## src/rtl/icache_resp_collector.sv

```systemverilog
// Collects two half-line bus responses per slot into a 512-bit icache line write.
// Optional macro ICACHE_RESP_ERR_EN enables per-slot sticky bus-error tracking on line_err.
module icache_resp_collector #(
  parameter logic [5:0] CORENO = 6'd1,
  parameter logic [5:0] CID    = 6'd0
) (
  input  logic               clk,
  input  logic               rst,
  input  logic               resp_v,
  input  logic [5:0]         resp_core,
  input  logic [5:0]         resp_channel,
  input  logic [3:0]         resp_tranid,
  input  logic [255:0]       resp_dat,
  input  logic               resp_err,
  output logic               resp_rdy,
  input  logic [15:0][31:0]  vtags,
  output logic               line_v,
  output logic [31:0]        line_vadr,
  output logic [511:0]       line_dat,
  output logic               line_err,
  input  logic               line_rdy,
  output logic               ack,
  input  logic               snoop_v,
  input  logic [31:0]        snoop_adr,
  input  logic [5:0]         snoop_cid
);

  typedef enum logic {IDLE = 1'b0, OUT = 1'b1} state_t;

  state_t        state, state_nxt;
  logic [1:0]    slot;
  logic          half;
  logic          half_ok;
  logic          acc;
  logic          wr;
  logic          complete;
  logic [3:0][1:0]  hv;
  logic [3:0]       snp_hit;
  logic [3:0]       sel;
  logic [31:0]      slot_tag [4];
  logic [511:0]     slot_dat [4];
  logic [511:0]     cur_dat;
  logic [511:0]     merged;
  logic             unused_bits;

  assign slot    = resp_tranid[3:2];
  assign half    = resp_tranid[0];
  assign half_ok = !resp_tranid[1];

  assign line_v   = (state == OUT);
  assign resp_rdy = !line_v | line_rdy;

  assign acc = resp_v && resp_rdy && (resp_core == CORENO) && (resp_channel == CID) && !rst;
  // A snoop on the addressed slot wins: the response is dropped outright.
  assign wr       = acc && half_ok && !snp_hit[slot];
  assign complete = wr && hv[slot][~half];

  assign cur_dat = slot_dat[slot];
  assign merged  = half ? {resp_dat, cur_dat[255:0]} : {cur_dat[511:256], resp_dat};

  assign unused_bits = ^{vtags, snoop_adr, resp_err};

`ifdef ICACHE_RESP_ERR_EN
  logic [3:0] slot_err;
`endif

  for (genvar g = 0; g < 4; g++) begin : g_slot
    logic [1:0]   v;
    logic [511:0] dbuf;

    assign slot_tag[g] = vtags[g*4];
    assign snp_hit[g]  = snoop_v && (snoop_cid != CID) &&
                         (slot_tag[g][13:6] == snoop_adr[13:6]);
    assign sel[g]      = (slot == 2'(g));
    assign hv[g]       = v;
    assign slot_dat[g] = dbuf;

    always_ff @(posedge clk) begin
      if (rst) begin
        v <= '0;
      end else if (snp_hit[g] || (complete && sel[g])) begin
        v <= '0;
      end else if (wr && sel[g]) begin
        v[half] <= 1'b1;
      end
    end

    always_ff @(posedge clk) begin
      if (wr && sel[g]) begin
        if (half) dbuf[511:256] <= resp_dat;
        else      dbuf[255:0]   <= resp_dat;
      end
    end

`ifdef ICACHE_RESP_ERR_EN
    logic e;
    assign slot_err[g] = e;

    // Error belongs to the fill in progress, so a snoop discards it with the data.
    always_ff @(posedge clk) begin
      if (rst) begin
        e <= 1'b0;
      end else if (snp_hit[g] || (complete && sel[g])) begin
        e <= 1'b0;
      end else if (wr && sel[g] && resp_err) begin
        e <= 1'b1;
      end
    end
`endif
  end

  always_comb begin
    state_nxt = state;
    case (state)
      IDLE:    if (complete) state_nxt = OUT;
      OUT:     if (line_rdy && !complete) state_nxt = IDLE;
      default: state_nxt = IDLE;
    endcase
  end

  always_ff @(posedge clk) begin
    if (rst) state <= IDLE;
    else     state <= state_nxt;
  end

  always_ff @(posedge clk) begin
    if (rst) begin
      line_vadr <= '0;
      line_dat  <= '0;
      ack       <= 1'b0;
    end else begin
      ack <= line_v && line_rdy;
      if (complete) begin
        line_vadr <= slot_tag[slot];
        line_dat  <= merged;
      end
    end
  end

`ifdef ICACHE_RESP_ERR_EN
  always_ff @(posedge clk) begin
    if (rst) begin
      line_err <= 1'b0;
    end else if (complete) begin
      line_err <= slot_err[slot] | resp_err;
    end
  end
`else
  assign line_err = 1'b0;
`endif

endmodule

```

## config.mk

```make
export PLATFORM = sky130hd
export DESIGN_NAME = icache_resp_collector
export DESIGN_NICKNAME = d
export VERILOG_FILES = /design/src/rtl/icache_resp_collector.sv
export SDC_FILE = /design/constraint.sdc
export NUM_CORES = 2
export LEC_CHECK = 0
export ABC_AREA = 0
export BUFFER_PORTS_ARGS = -buffer_cell sky130_fd_sc_hd__buf_2
export CORE_AREA = 2 2 541 543
export DETAILED_ROUTE_END_ITERATION = 16
export DIE_AREA = 0 0 543 545
export PLACE_DENSITY = 0.56
export SLEW_MARGIN = 40
export SYNTH_ARGS = -nofsm -noshare
export SYNTH_HDL_FRONTEND = slang
export SYNTH_SLANG_ARGS = --single-unit
```

## constraint.sdc

```tcl
create_clock -name clk -period 39.9 [get_ports clk]
set_input_delay 1.995 -clock clk [delete_from_list [all_inputs] [get_ports clk]]
set_output_delay 1.995 -clock clk [all_outputs]
set_load 0.03 [all_outputs]
```

# Word level (Yosys, flattened, before mapping)
# Index checks and enable logic that the tools add are counted.
# classes
eq_ne,8
order_cmp,5
reduce_logical,47
n_mux,18
bitwise_logic,8
# op_table
cell,n
$mux W512,3
$bmux W512 S2,1
$bmux W32 S2,1
$mux W32,2
$eq A8 B8 Y1,4
$logic_and A1 B1 Y1,23
$reduce_and A2 Y1,8
$or A2 B2 Y2,4
$reduce_or A2 Y1,4
$eq A6 B1 Y1 const B,1
$logic_not A6 Y1,1
$mux W1,6
$reduce_bool A6 Y1,1
$logic_not A1 Y1,5
$bmux W2 S2,1
$eq A2 B2 Y1 const B,2
$logic_or A1 B1 Y1,4
$lt A1 B2 Y1 const B,2
$ge A3 B3 Y1 const B,1
$lt A2 B3 Y1 const B,1
$not A2 Y3,1
$bmux W1 S2,1
$eq A2 B1 Y1 const B,1
$logic_not A2 Y1,1
6 further kinds,7
# word_totals
output_inout_bits,548
elab_cells,102
inputBits,828
regBits,2602

# Longest topological paths before layout
# depth
ltp_word,13
depth_mapped,10
ltp_nobuf,6

# Least setup slack after synthesis
# No wires, ideal clock.
# synth_timing
path_type,in2reg
from,in resp_tranid[2]
to,reg g_slot[1].dbuf[0] (enable)
n_path_buf,4
setup_time_ns,1.186
t_arrival_ns,20.523
slack_ns,18.191
stages,6
t_required_ns,38.714
cell_sequence,clkbuf_1 buf_2 buf_2 buf_1 nand2_1 nor3_1
# synth_via
elab_chain_cells,6
elab_cells_between_ends,7
classes_between,eq/ne (1); mux (2); reduce/logical (4)
# synth_rtl
element,line,rtl
"start, declared",12,"input logic [3:0] resp_tranid,"
$bmux W1 S2,55,assign wr = acc && half_ok && !snp_hit[slot];
$mux W1 (not written as such),55,
$logic_not A1 Y1,55,
$logic_and A1 B1 Y1,55,
$logic_and A1 B1 Y1 *,89,if (wr && sel[g]) begin
$reduce_and A2 Y1 (no line) *,-,
"end signal, assigned",91,else dbuf[255:0] <= resp_dat;
"end, declared",69,logic [511:0] dbuf;
# Mark *: on every way between the ends. The rest lies on a longest branch, timed or not. The select of a mux whose other input is x is not followed.
# A chain may end at the register's enable or synchronous reset.

# Worst setup path in the final report
# layout_timing
from,in snoop_adr[9]
to,reg line_dat[88]
# layout_via
elab_chain_cells,7
elab_cells_between_ends,13
classes_between,eq/ne (4); mux (2); reduce/logical (7)
# layout_rtl
element,line,rtl
"start, declared",24,"input logic [31:0] snoop_adr,"
$eq A8 B8 Y1,73,(slot_tag[g][13:6] == snoop_adr[13:6]);
$logic_and A1 B1 Y1,72,assign snp_hit[g] = snoop_v && (snoop_cid != CID) &&
$bmux W1 S2 *,55,
$mux W1 (not written as such) *,55,
$logic_not A1 Y1 *,55,
$logic_and A1 B1 Y1 *,55,
$logic_and A1 B1 Y1 *,56,assign complete = wr && hv[slot][~half];
"end signal, assigned",135,line_dat <= merged;
"end, declared",19,"output logic [511:0] line_dat,"
# Marks and branches as above.

==> qor.txt <==
hold path startpoint - g_slot[3].v[1]
CP Launch Type - input port
Post-DP HPWL - 176000 um
GRT met1 Usage - 25.0%
clk sink count - 2602
worst path cell trace - buf_2 -> xnor2_1 -> nand4_1 -> nor4_1 -> o21ba_4 -> buf_6 -> buf_6 -> buf_4 -> buf_4 -> buf_4 -> nor4_1 -> a31o_1
hold path endpoint - g_slot[3].v[1]
cts hold-fix bufs - 0
met3 usage - 5.04%
worst skew pair latency - 0.88 ns
Die Y - 545 um
cell accounting for the most synthesized area - edfxtp_1
all-layer global routing usage - 19.3%
Post-synth EDFFs - 2048
setup violators final - 0
syn avg cell area - 19.0 um^2
yosys warns - 0
worst r2r path cells - 10
number of max-cap violations - 0
RSZ-0062 raised after global routing - false
CTS buffer count - 287
RR Endpoint - line_dat[77]
clk root buf - clkbuf_16
Reg clk slew, reported paths - 0.06 ns
Net count, final - 7119
top cell type's share of synthesized area - 59.9%
first-pass GRT wire length - 422000 um
Peak Freq - 130 MHz
share of layout cells above drive strength 1 - 36.0%
Synth Register Bits - 2602
global routing's busiest layer - met2
setup bufs post-CTS - 0
Final Hold Viols - 0
placed instance count - 9897
row count - 198
antenna violations before repair - 98
Total Wirelength - 293000 um
Final Cycle Share - 19.3%
LEAKAGE - 41.7 nW
area grow syn2layout - 18.3%
Worst Tran Pin Value - 0.911 ns
DR WL/cell - 28.0 um
vias per cell - 5.49
TritonCTS clock tree - built
Synth Flop Type - edfxtp_1
Core Area - 290000 um^2
DRC Markers - 0
syn_nets - 6219
Yosys cell types - 49
post_cts resized - 0
Critical Path RT - 40.67 ns
most frequent CP cell - buf_4
clk buf depth - 4
fin cells - 10500
Power Density - 47.9 nW/um^2
Tmin final - 7.70 ns
asr flop ratio synth - 0%
Setup TNS Final - 0 ns
Placer Congestion - 0.876
register area share after synthesis - 70.7%
relative slew slack - 39.2%
die area - 296000 um^2
Max VDD drop - 0.0000305 V
die width - 543 um
vias - 57500
reg-to-reg slack, setup - 34.67 ns
Synth Cell Area - 103000 um^2
slowest CP cell - buf_4
vias in the first global route - 58600
Initial Util - 35.4%
antenna viol nets, final - 0
outcome - completed
CP max stage delay - 0.76 ns
r2r startpoint - g_slot[3].v[0]
DRT iter0 DRCs - 4322
Setup Crit Path Kind - in -> reg
Setup WS pre-CTS - 31.40 ns
Port Buf Inserts - 965
hold slack - 0.462 ns
WHS Path Cells - 1
met2 usage - 31.5%
grt total ovfl - 0
crit path max fanout - 63
Setup WS post-layout - 32.20 ns
# IOs - 1376
final slew viol count - 0
skew final - 0.0420 ns
top cells by area, synth - edfxtp_1, mux4_2, dfxtp_1
HP Class - reg -> reg
synthesized instance count - 5391
Worst Setup End Kind - flip-flop
largest net degree at the start of global routing - 152
H-tree levels - 5
WP data arrival - 8.48 ns
1st-pass router iterations - 6
## cell usage in the layout, fill, tap and decap left out, drive strengths merged, types with 2 or more instances in the layout
cell / netlist / routed
and3: 2 / 2
nor4: 520 / 520
nor2b: 4 / 4
nor3: 5 / 5
xnor2: 8 / 8
mux2i: 512 / 512
inv: 2 / 20
clkinv: 0 / 85
bufinv: 0 / 17
o31ai: 32 / 32
and2: 3 / 3
nand2b: 4 / 4
diode: 0 / 50
a31oi: 2 / 2
nand2: 12 / 12
nand4: 36 / 36
nand3: 3 / 3
o21a: 6 / 6
nor2: 12 / 12
dfxtp: 554 / 554
clkinvlp: 0 / 8
a21oi: 37 / 37
and4: 2 / 2
xor2: 24 / 24
clkbuf: 264 / 398
nor4b: 2 / 2
buf: 224 / 1098
mux4: 546 / 546
a211oi: 2 / 2
edfxtp: 2048 / 2048
a31o: 512 / 512
## worst max path at each step
| stage | from | end | slack [ns] |
|---|---|---|---|
| 5_1_grt | snoop_adr[9] | line_dat[178] | 32.08 |
| 3_5_place_dp | snoop_adr[9] | line_dat[88] | 31.40 |
| 4_1_cts | snoop_adr[9] | line_dat[88] | 32.34 |
| 3_3_place_gp | snoop_adr[9] | line_dat[88] | 30.51 |
| 2_1_floorplan | resp_tranid[2] | g_slot[1].dbuf[0] | 18.19 |
| 6_report | snoop_adr[9] | line_dat[88] | 32.20 |
## layer usage
layer | vias up | share of wire [%] | wire length, um
met1 | 30600 | 41 | 120000
met5 | - | 0.12 | 340
met2 | 1872 | 48 | 142000
met4 | 58 | 3.2 | 9310
li1 | 24500 | - | -
met3 | 482 | 7.5 | 21900
## cell families after synthesis
family | count (synthesis) | share of synthesized area, %
AO/OA/AOI/OAI | 599 | 4.94
XOR/XNOR | 32 | 0.273
buffers and inverters | 490 | 2.20
flip-flops | 2602 | 70.7
multiplexers | 1059 | 17.0
other | 1 | 0.00365
AND/OR/NAND/NOR | 608 | 4.89
## report_power, final
group,switching [mW],internal [mW]
Clock,1.10,1.55
Combinational,0.150,0.0973
Sequential,0.00000347,2.92
## through the flow
stage | power, mW | utilization [%] | area [um^2]
2_1_floorplan | 3.12 | - | 103000
3_5_place_dp | 3.23 | 38.5 | 112000
4_1_cts | 5.88 | 41.8 | 121000
3_3_place_gp | 3.22 | 38.4 | 111000
5_1_grt | 6.00 | 41.8 | 121000
6_report | 5.82 | 41.9 | 121000
## synth_stat cells, types with 2 or more instances
cell type	count
xnor2_1	8
nand2b_1	4
a211oi_1	2
nor4_1	318
nor3_1	5
buf_2	131
and3_1	2
nor4b_1	2
nor4_2	202
edfxtp_1	2048
mux2i_1	512
a31oi_1	2
and2_1	3
buf_6	23
nor2b_1	4
a31o_1	470
nand3_1	3
xor2_1	24
nor2_1	12
nand2_1	11
buf_1	49
o21a_1	5
dfxtp_1	554
mux4_2	546
a31o_2	42
nand4_1	36
o31ai_1	32
buf_4	21
a21oi_1	37
clkbuf_1	264
## critical path: cells and delay by family
family | cells | cell delay [ns]
xor gates and xnor gates | 1 | 0.62
buffers and inverters | 6 | 3.52
AOI/OAI and AO/OA | 2 | 0.77
and+or+nand+nor | 3 | 1.29
## final cells by class
| cell class | instances | area, um^2 |
|---|---|---|
| inverters | 2 | 15.0 |
| flip-flops and latches | 2602 | 72600 |
| repair buffers | 1099 | 6400 |
| clock buffers | 397 | 8160 |
| well taps | 3900 | 4880 |
| fillers | 25800 | 169000 |
| diodes | 50 | 125 |
| clock inverters | 128 | 1310 |
| multi-input cells | 2299 | 27900 |
## sequential cells by signal, indices dropped and copies added, names as in the netlist
signal       count
g_slot.dbuf   2048
line_dat       512
line_vadr       32
g_slot.v         8
ack              1
line_v           1
Power figures use the tool's default switching activity.
